$ cat src/rtl/aes_key_sched_ctrl.sv
// AES-128 key-schedule sequencer: emits round keys 0..NR on a valid/ready port and
// borrows an external combinational S-box for SubWord(RotWord(w3)) during expansion.

module aes_key_sched_ctrl_chk #(
  parameter int unsigned NR = 10
) (
  input logic         clk_i,
  input logic         rst_i,
  input logic         key_ld_i,
  input logic         rk_ready_i,
  input logic         rk_valid_i,
  input logic         busy_i,
  input logic [127:0] rk_out_i,
  input logic [3:0]   rk_idx_i,
  input logic [7:0]   rcon_i
);

  localparam logic [3:0] LastIdx = 4'(NR);

  // A stalled round key must not move until the consumer takes it.
  a_hold_under_backpressure: assert property (
    @(posedge clk_i) disable iff (rst_i)
    (rk_valid_i && !rk_ready_i && !key_ld_i) |=>
      (rk_valid_i && $stable(rk_out_i) && $stable(rk_idx_i) && $stable(rcon_i))
  );

  a_idx_in_range: assert property (@(posedge clk_i) rk_idx_i <= LastIdx);

  a_valid_implies_busy: assert property (@(posedge clk_i) rk_valid_i |-> busy_i);

endmodule

module aes_key_sched_ctrl #(
  parameter int unsigned NR = 10
) (
  input  logic         clk_i,
  input  logic         rst_i,
  input  logic         key_ld_i,
  input  logic [127:0] key_in_i,
  output logic         rk_valid_o,
  input  logic         rk_ready_i,
  output logic [127:0] rk_out_o,
  output logic [3:0]   rk_idx_o,
  output logic         rk_last_o,
  output logic [7:0]   rcon_o,
  output logic         busy_o,
  output logic [31:0]  sb_in_o,
  input  logic [31:0]  sb_out_i
);

  typedef enum logic [1:0] {
    ST_IDLE   = 2'd0,
    ST_EMIT   = 2'd1,
    ST_EXPAND = 2'd2
  } state_e;

  localparam logic [3:0] LastIdx = 4'(NR);

  function automatic logic [7:0] xtime(input logic [7:0] b);
    return {b[6:0], 1'b0} ^ (b[7] ? 8'h1b : 8'h00);
  endfunction

  function automatic logic [127:0] expand_key(input logic [127:0] rk,
                                              input logic [31:0]  sub,
                                              input logic [7:0]   rc);
    logic [31:0] t;
    logic [31:0] w0;
    logic [31:0] w1;
    logic [31:0] w2;
    logic [31:0] w3;
    t  = sub ^ {rc, 24'h000000};
    w0 = rk[127:96] ^ t;
    w1 = rk[95:64]  ^ w0;
    w2 = rk[63:32]  ^ w1;
    w3 = rk[31:0]   ^ w2;
    return {w0, w1, w2, w3};
  endfunction

  state_e         state_q, state_d;
  logic [127:0]   rk_q, rk_d;
  logic [3:0]     idx_q, idx_d;
  logic [7:0]     rcon_q, rcon_d;
  logic           valid_q, valid_d;
  logic           busy_q, busy_d;
  logic [7:0]     rcon_step_s;
  logic           at_last_s;

  assign at_last_s = (idx_q == LastIdx);

  // rcon_q always shows the constant of the key on the port; 01 serves both index 0
  // and the first expansion, so the sequence only advances from index 1 onward.
  assign rcon_step_s = (idx_q == 4'd0) ? rcon_q : xtime(rcon_q);

  // Next-state, next-key and next-rcon selection; key_ld overrides any handshake.
  always_comb begin
    state_d = state_q;
    rk_d    = rk_q;
    idx_d   = idx_q;
    rcon_d  = rcon_q;
    if (key_ld_i) begin
      state_d = ST_EMIT;
      rk_d    = key_in_i;
      idx_d   = 4'd0;
      rcon_d  = 8'h01;
    end else begin
      case (state_q)
        ST_IDLE: begin
          state_d = ST_IDLE;
        end
        ST_EMIT: begin
          if (rk_ready_i) begin
            if (at_last_s) begin
              state_d = ST_IDLE;
            end else begin
              state_d = ST_EXPAND;
            end
          end else begin
            state_d = ST_EMIT;
          end
        end
        ST_EXPAND: begin
          if (at_last_s) begin
            state_d = ST_IDLE;
          end else begin
            rk_d    = expand_key(rk_q, sb_out_i, rcon_step_s);
            idx_d   = idx_q + 4'd1;
            rcon_d  = rcon_step_s;
            state_d = ST_EMIT;
          end
        end
        default: begin
          state_d = ST_IDLE;
        end
      endcase
    end
    valid_d = (state_d == ST_EMIT);
    busy_d  = (state_d == ST_EMIT) || (state_d == ST_EXPAND);
  end

  // State and datapath registers with synchronous reset taking priority.
  always_ff @(posedge clk_i) begin
    if (rst_i) begin
      state_q <= ST_IDLE;
      rk_q    <= 128'd0;
      idx_q   <= 4'd0;
      rcon_q  <= 8'h01;
      valid_q <= 1'b0;
      busy_q  <= 1'b0;
    end else begin
      state_q <= state_d;
      rk_q    <= rk_d;
      idx_q   <= idx_d;
      rcon_q  <= rcon_d;
      valid_q <= valid_d;
      busy_q  <= busy_d;
    end
  end

  assign rk_valid_o = valid_q;
  assign rk_out_o   = rk_q;
  assign rk_idx_o   = idx_q;
  assign rcon_o     = rcon_q;
  assign busy_o     = busy_q;
  assign rk_last_o  = valid_q & at_last_s;
  assign sb_in_o    = {rk_q[23:0], rk_q[31:24]};

  aes_key_sched_ctrl_chk #(.NR(NR)) u_chk (
    .clk_i      (clk_i),
    .rst_i      (rst_i),
    .key_ld_i   (key_ld_i),
    .rk_ready_i (rk_ready_i),
    .rk_valid_i (rk_valid_o),
    .busy_i     (busy_o),
    .rk_out_i   (rk_out_o),
    .rk_idx_i   (rk_idx_o),
    .rcon_i     (rcon_o)
  );

endmodule

$ cat config.mk
export PLATFORM = sky130hd
export DESIGN_NAME = aes_key_sched_ctrl
export DESIGN_NICKNAME = d
export VERILOG_FILES = /design/src/rtl/aes_key_sched_ctrl.sv
export SDC_FILE = /design/constraint.sdc
export NUM_CORES = 1
export LEC_CHECK = 0
export ABC_CLOCK_PERIOD_IN_PS = 1950
export CORE_MARGIN = 4
export CORE_UTILIZATION = 39
export DETAILED_ROUTE_END_ITERATION = 10
export PLACE_DENSITY = 0.78
export SLEW_MARGIN = 20
export SYNTH_ARGS = -nofsm -noshare
export SYNTH_HDL_FRONTEND = slang
export SYNTH_SLANG_ARGS = --single-unit
$ cat constraint.sdc
create_clock -name clk_i -period 1.95 [get_ports clk_i]
set_input_delay 0.195 -clock clk_i [delete_from_list [all_inputs] [get_ports clk_i]]
set_output_delay 0.195 -clock clk_i [all_outputs]
set_load 0.01 [all_outputs]
==> metrics.txt <==
# TYPE chip_impl_metric gauge
chip_impl_info{name="yosys_most_used_dff",value="sky130_fd_sc_hd__dfxtp_1"} 1
chip_impl_metric{name="grt_remaining_overflow",unit=""} 0
chip_impl_info{name="cts_root_buf",value="sky130_fd_sc_hd__clkbuf_16"} 1
chip_impl_info{name="rr_endpoint",value="rk_out_o[90]"} 1
chip_impl_metric{name="synthToLayoutAreaGrowth",unit="%"} 68.4
chip_impl_metric{name="vertical_die_dimension",unit="um"} 150
chip_impl_metric{name="cell_count_after_synthesis",unit=""} 918
chip_impl_metric{name="grtUsageTotal",unit="%"} 23.5
chip_impl_metric{name="period_needed",unit="ns"} 2.07
chip_impl_metric{name="hold_buffers",unit=""} 0
chip_impl_metric{name="vdd_drop_max",unit="V"} 0.000520
chip_impl_metric{name="synth.cell_area",unit="um^2"} 7860
chip_impl_metric{name="grt_max_degree",unit=""} 52
chip_impl_info{name="tritoncts",value="built"} 1
chip_impl_metric{name="synth-edff-count",unit=""} 0
chip_impl_metric{name="hold_depth",unit=""} 2
chip_impl_metric{name="cts_max_path_buffers",unit=""} 2
chip_impl_metric{name="floorplan_die_area",unit="um^2"} 22500
chip_impl_info{name="netlist_top_cells_count",value="sky130_fd_sc_hd__nor2_1, sky130_fd_sc_hd__dfxtp_1, sky130_fd_sc_hd__xor2_1"} 1
chip_impl_info{name="netlist.top_cell.by_area",value="sky130_fd_sc_hd__dfxtp_1"} 1
chip_impl_metric{name="detailed_place_hpwl",unit="um"} 19900
chip_impl_metric{name="report.final.hold_viol_count",unit=""} 0
chip_impl_metric{name="dpl_worst_slack",unit="ns"} -0.0985
chip_impl_metric{name="antenna_found_initial",unit=""} 1
chip_impl_metric{name="ys_ff_latch",unit=""} 144
chip_impl_metric{name="finalClockSkew",unit="ns"} 0.0111
chip_impl_metric{name="critical_path_arrival",unit="ns"} 2.39
chip_impl_metric{name="port-buffer-count",unit=""} 338
chip_impl_metric{name="worst_slew_pin_slew",unit="ns"} 0.627
chip_impl_metric{name="synthDominantCellAreaShare",unit="%"} 36.7
chip_impl_info{name="worst_r2r_startpoint",value="rk_idx_o[1]"} 1
chip_impl_metric{name="syn_area_per_cell",unit="um^2"} 8.56
chip_impl_metric{name="ys.warnings.count",unit=""} 0
chip_impl_info{name="synth.area.top_cells",value="sky130_fd_sc_hd__dfxtp_1, sky130_fd_sc_hd__xor2_1, sky130_fd_sc_hd__xnor2_1, sky130_fd_sc_hd__a211oi_1, sky130_fd_sc_hd__nor2_1"} 1
chip_impl_metric{name="finalHoldWorstSlack",unit="ns"} 0.258
chip_impl_metric{name="timing.critical_path.required",unit="ns"} 2.26
chip_impl_metric{name="detail_route.wl_per_cell",unit="um"} 20.0
chip_impl_metric{name="via_total_after_detailed_routing",unit=""} 8017
chip_impl_metric{name="design.final.nets",unit=""} 1408
chip_impl_metric{name="ff2ff_path_depth",unit=""} 7
chip_impl_metric{name="htree_num_levels",unit=""} 4
chip_impl_metric{name="drt_drc_violations_left",unit=""} 0
chip_impl_metric{name="boundaryPins",unit=""} 339
chip_impl_metric{name="first_global_vias",unit=""} 7567
chip_impl_metric{name="final.setup.worst_slack",unit="ns"} -0.125
chip_impl_metric{name="timing.critical_path.slowest_cell_delay",unit="ns"} 0.35
chip_impl_metric{name="drive_above_1_share",unit="%"} 18.8
chip_impl_metric{name="first_iter_violations",unit=""} 298
chip_impl_info{name="violations",value="setup timing"} 1
chip_impl_metric{name="clock.fmax",unit="MHz"} 482
chip_impl_metric{name="cts_sink_count",unit=""} 144
chip_impl_metric{name="maxSlewHeadroom",unit="%"} 58.2
chip_impl_metric{name="cellLeakagePower",unit="nW"} 4.81
chip_impl_metric{name="final-setup-viol-count",unit=""} 47
chip_impl_metric{name="core",unit="um^2"} 19700
chip_impl_info{name="worst_hold_startpoint",value="rst_i"} 1
chip_impl_metric{name="drt.antenna.violating_nets",unit=""} 0
chip_impl_metric{name="initial_utilization",unit="%"} 40.0
chip_impl_metric{name="worst-r2r-setup-slack",unit="ns"} -0.12
chip_impl_info{name="critical_path.cell_chain",value="buf_6, ha_1, and3b_2, nand2b_4, buf_12, or3_1, a311oi_1"} 1
chip_impl_metric{name="final_area",unit="um^2"} 13200
chip_impl_metric{name="drt-vias-per-instance",unit=""} 5.28
chip_impl_info{name="holdPathEnd",value="rk_out_o[57]"} 1
chip_impl_metric{name="worst_setup_hold_path_clk_slew",unit="ns"} 0.07
chip_impl_metric{name="sequential_area_share_after_synthesis",unit="%"} 36.7
chip_impl_metric{name="netlist-cell-type-count",unit=""} 37
chip_impl_metric{name="critPathMaxFanout",unit=""} 8
chip_impl_info{name="grt_setup_unrepaired",value="true"} 1
chip_impl_metric{name="crit_share_post_route",unit="%"} 106
chip_impl_metric{name="grt_first_pass_wirelength",unit="um"} 41700
chip_impl_metric{name="cap_viol_max_count",unit=""} 0
chip_impl_metric{name="synth_async_sr_flop_share",unit="%"} 0
chip_impl_metric{name="worstSkewPairLatency",unit="ns"} 0.42
chip_impl_info{name="worstHoldPathType",value="in -> reg"} 1
chip_impl_info{name="status",value="complete, but fails checks"} 1
chip_impl_info{name="critPathKind",value="reg -> reg"} 1
chip_impl_metric{name="final_util",unit="%"} 67.3
chip_impl_metric{name="maxSlewViolCount",unit=""} 0
chip_impl_info{name="cpMaxStageDelayCell",value="sky130_fd_sc_hd__or3_1"} 1
chip_impl_metric{name="place.gp.congestion",unit=""} 0.886
chip_impl_info{name="yosysMostFrequentCell",value="sky130_fd_sc_hd__nor2_1"} 1
chip_impl_metric{name="route.final.wire_length",unit="um"} 30300
chip_impl_metric{name="rows",unit=""} 51
chip_impl_metric{name="drt_pre_antenna_iters",unit=""} 5
chip_impl_metric{name="die_width",unit="um"} 150
chip_impl_metric{name="dpl-instance-area",unit="um^2"} 11500
chip_impl_metric{name="cts_buffers",unit=""} 17
chip_impl_info{name="worstSetupStartpointType",value="flip-flop"} 1
chip_impl_info{name="critical_path.endpoint_type",value="flip-flop"} 1
chip_impl_metric{name="pwr_density_cell",unit="nW/um^2"} 650
chip_impl_metric{name="total_nets_after_synthesis",unit=""} 1088
==> logic make-up (layout without fill, tap and decap cells) <==
kind of cell	after synthesis	in the layout	synth area share, %
AND/OR/NAND/NOR	285	286	16.3
AO/OA/AOI/OAI	179	179	16.3
XOR/XNOR	172	172	19.7
flip-flops	144	144	36.7
buffers and inverters	117	449	7.68
multiplexers	15	15	2.39
adder cells (fa/ha/maj)	6	6	0.956
other	0	1	0
==> state kept, by name (all words and copies together) (netlist names) <==
name,cells
busy_o,1
rcon_o,8
rk_idx_o,4
rk_out_o,128
rk_valid_o,1
state_q,2
==> layout make-up <==
class	instances	area (um^2)
Antenna cell	1	2.50
Clock buffer	23	468
Clock inverter	9	85.1
Fill cell	1577	6430
Inverter	16	65.1
Multi-Input combinational cell	658	5120
Sequential cell	144	2890
Tap cell	265	332
Timing Repair Buffer	401	4260
==> per-stage QoR <==
stage | TNS (ns) | instances | total power [mW]
2_1_floorplan | 0 | 918 | 4.31
3_3_place_gp | -0.0532 | 1458 | 5.27
3_5_place_dp | -0.770 | 1458 | 5.30
4_1_cts | -0.502 | 1494 | 8.45
5_1_grt | -6.99 | 1517 | 8.91
6_report | -2.19 | 1517 | 8.59
==> power by group <==
group	switching [mW]	internal, mW	total [mW]
registers	0.213	3.13	3.35
logic	0.942	1.17	2.11
clock network	1.31	1.82	3.13
total	2.47	6.13	8.59
==> how the worst max path moves through the flow <==
stage	start	end	slack (ns)	cells after the start
global placement	rk_idx_o[0]	rk_out_o[93]	-0.02	8
detailed placement	rk_idx_o[0]	rk_out_o[94]	-0.1	8
CTS	rk_idx_o[1]	rk_out_o[13]	-0.05	7
global route	rk_idx_o[0]	rk_out_o[88]	-0.21	9
floorplan	rk_idx_o[0]	rk_out_o[15]	0.002	9
finish	rk_idx_o[1]	rk_out_o[90]	-0.12	7
==> cell usage in the layout (no fill, tap or decap), types with 16 or more instances in the layout <==
| cell type | count |
|---|---|
| sky130_fd_sc_hd__a211oi_2 | 29 |
| sky130_fd_sc_hd__nand2_1 | 34 |
| sky130_fd_sc_hd__buf_4 | 31 |
| sky130_fd_sc_hd__dfxtp_1 | 142 |
| sky130_fd_sc_hd__nor3_1 | 20 |
| sky130_fd_sc_hd__clkdlybuf4s50_1 | 335 |
| sky130_fd_sc_hd__nand2_2 | 16 |
| sky130_fd_sc_hd__or3_1 | 21 |
| sky130_fd_sc_hd__clkbuf_16 | 25 |
| sky130_fd_sc_hd__xor2_1 | 84 |
| sky130_fd_sc_hd__a211oi_1 | 47 |
| sky130_fd_sc_hd__xnor2_1 | 78 |
| sky130_fd_sc_hd__o21ai_0 | 28 |
| sky130_fd_sc_hd__nor2_1 | 130 |
==> critical path, delay by kind of cell (launching register included) <==
family	cells	cell delay (ns)
and+or+nand+nor	3	0.86
DFF	1	0.32
AOI/OAI and AO/OA	1	0.29
buffers and inverters	2	0.33
adders and majority gates	1	0.16
==> per-layer routing <==
layer	up-vias	global-route usage, %	wire (um)
met5	-	0	0
met4	0	9.38	1010
met3	68	4.85	1770
met2	291	38.2	15100
met1	3861	30.5	12400
li1	3797	-	-
==> what timing repair did <==
item                                    in CTS  in global routing
pin swaps                                   18                 65
gates resized for setup                     29                148
cloned                                       3                 11
endpoints found under the setup margin      25                105
buffers inserted                             1                 11
Power figures use the tool's default switching activity.
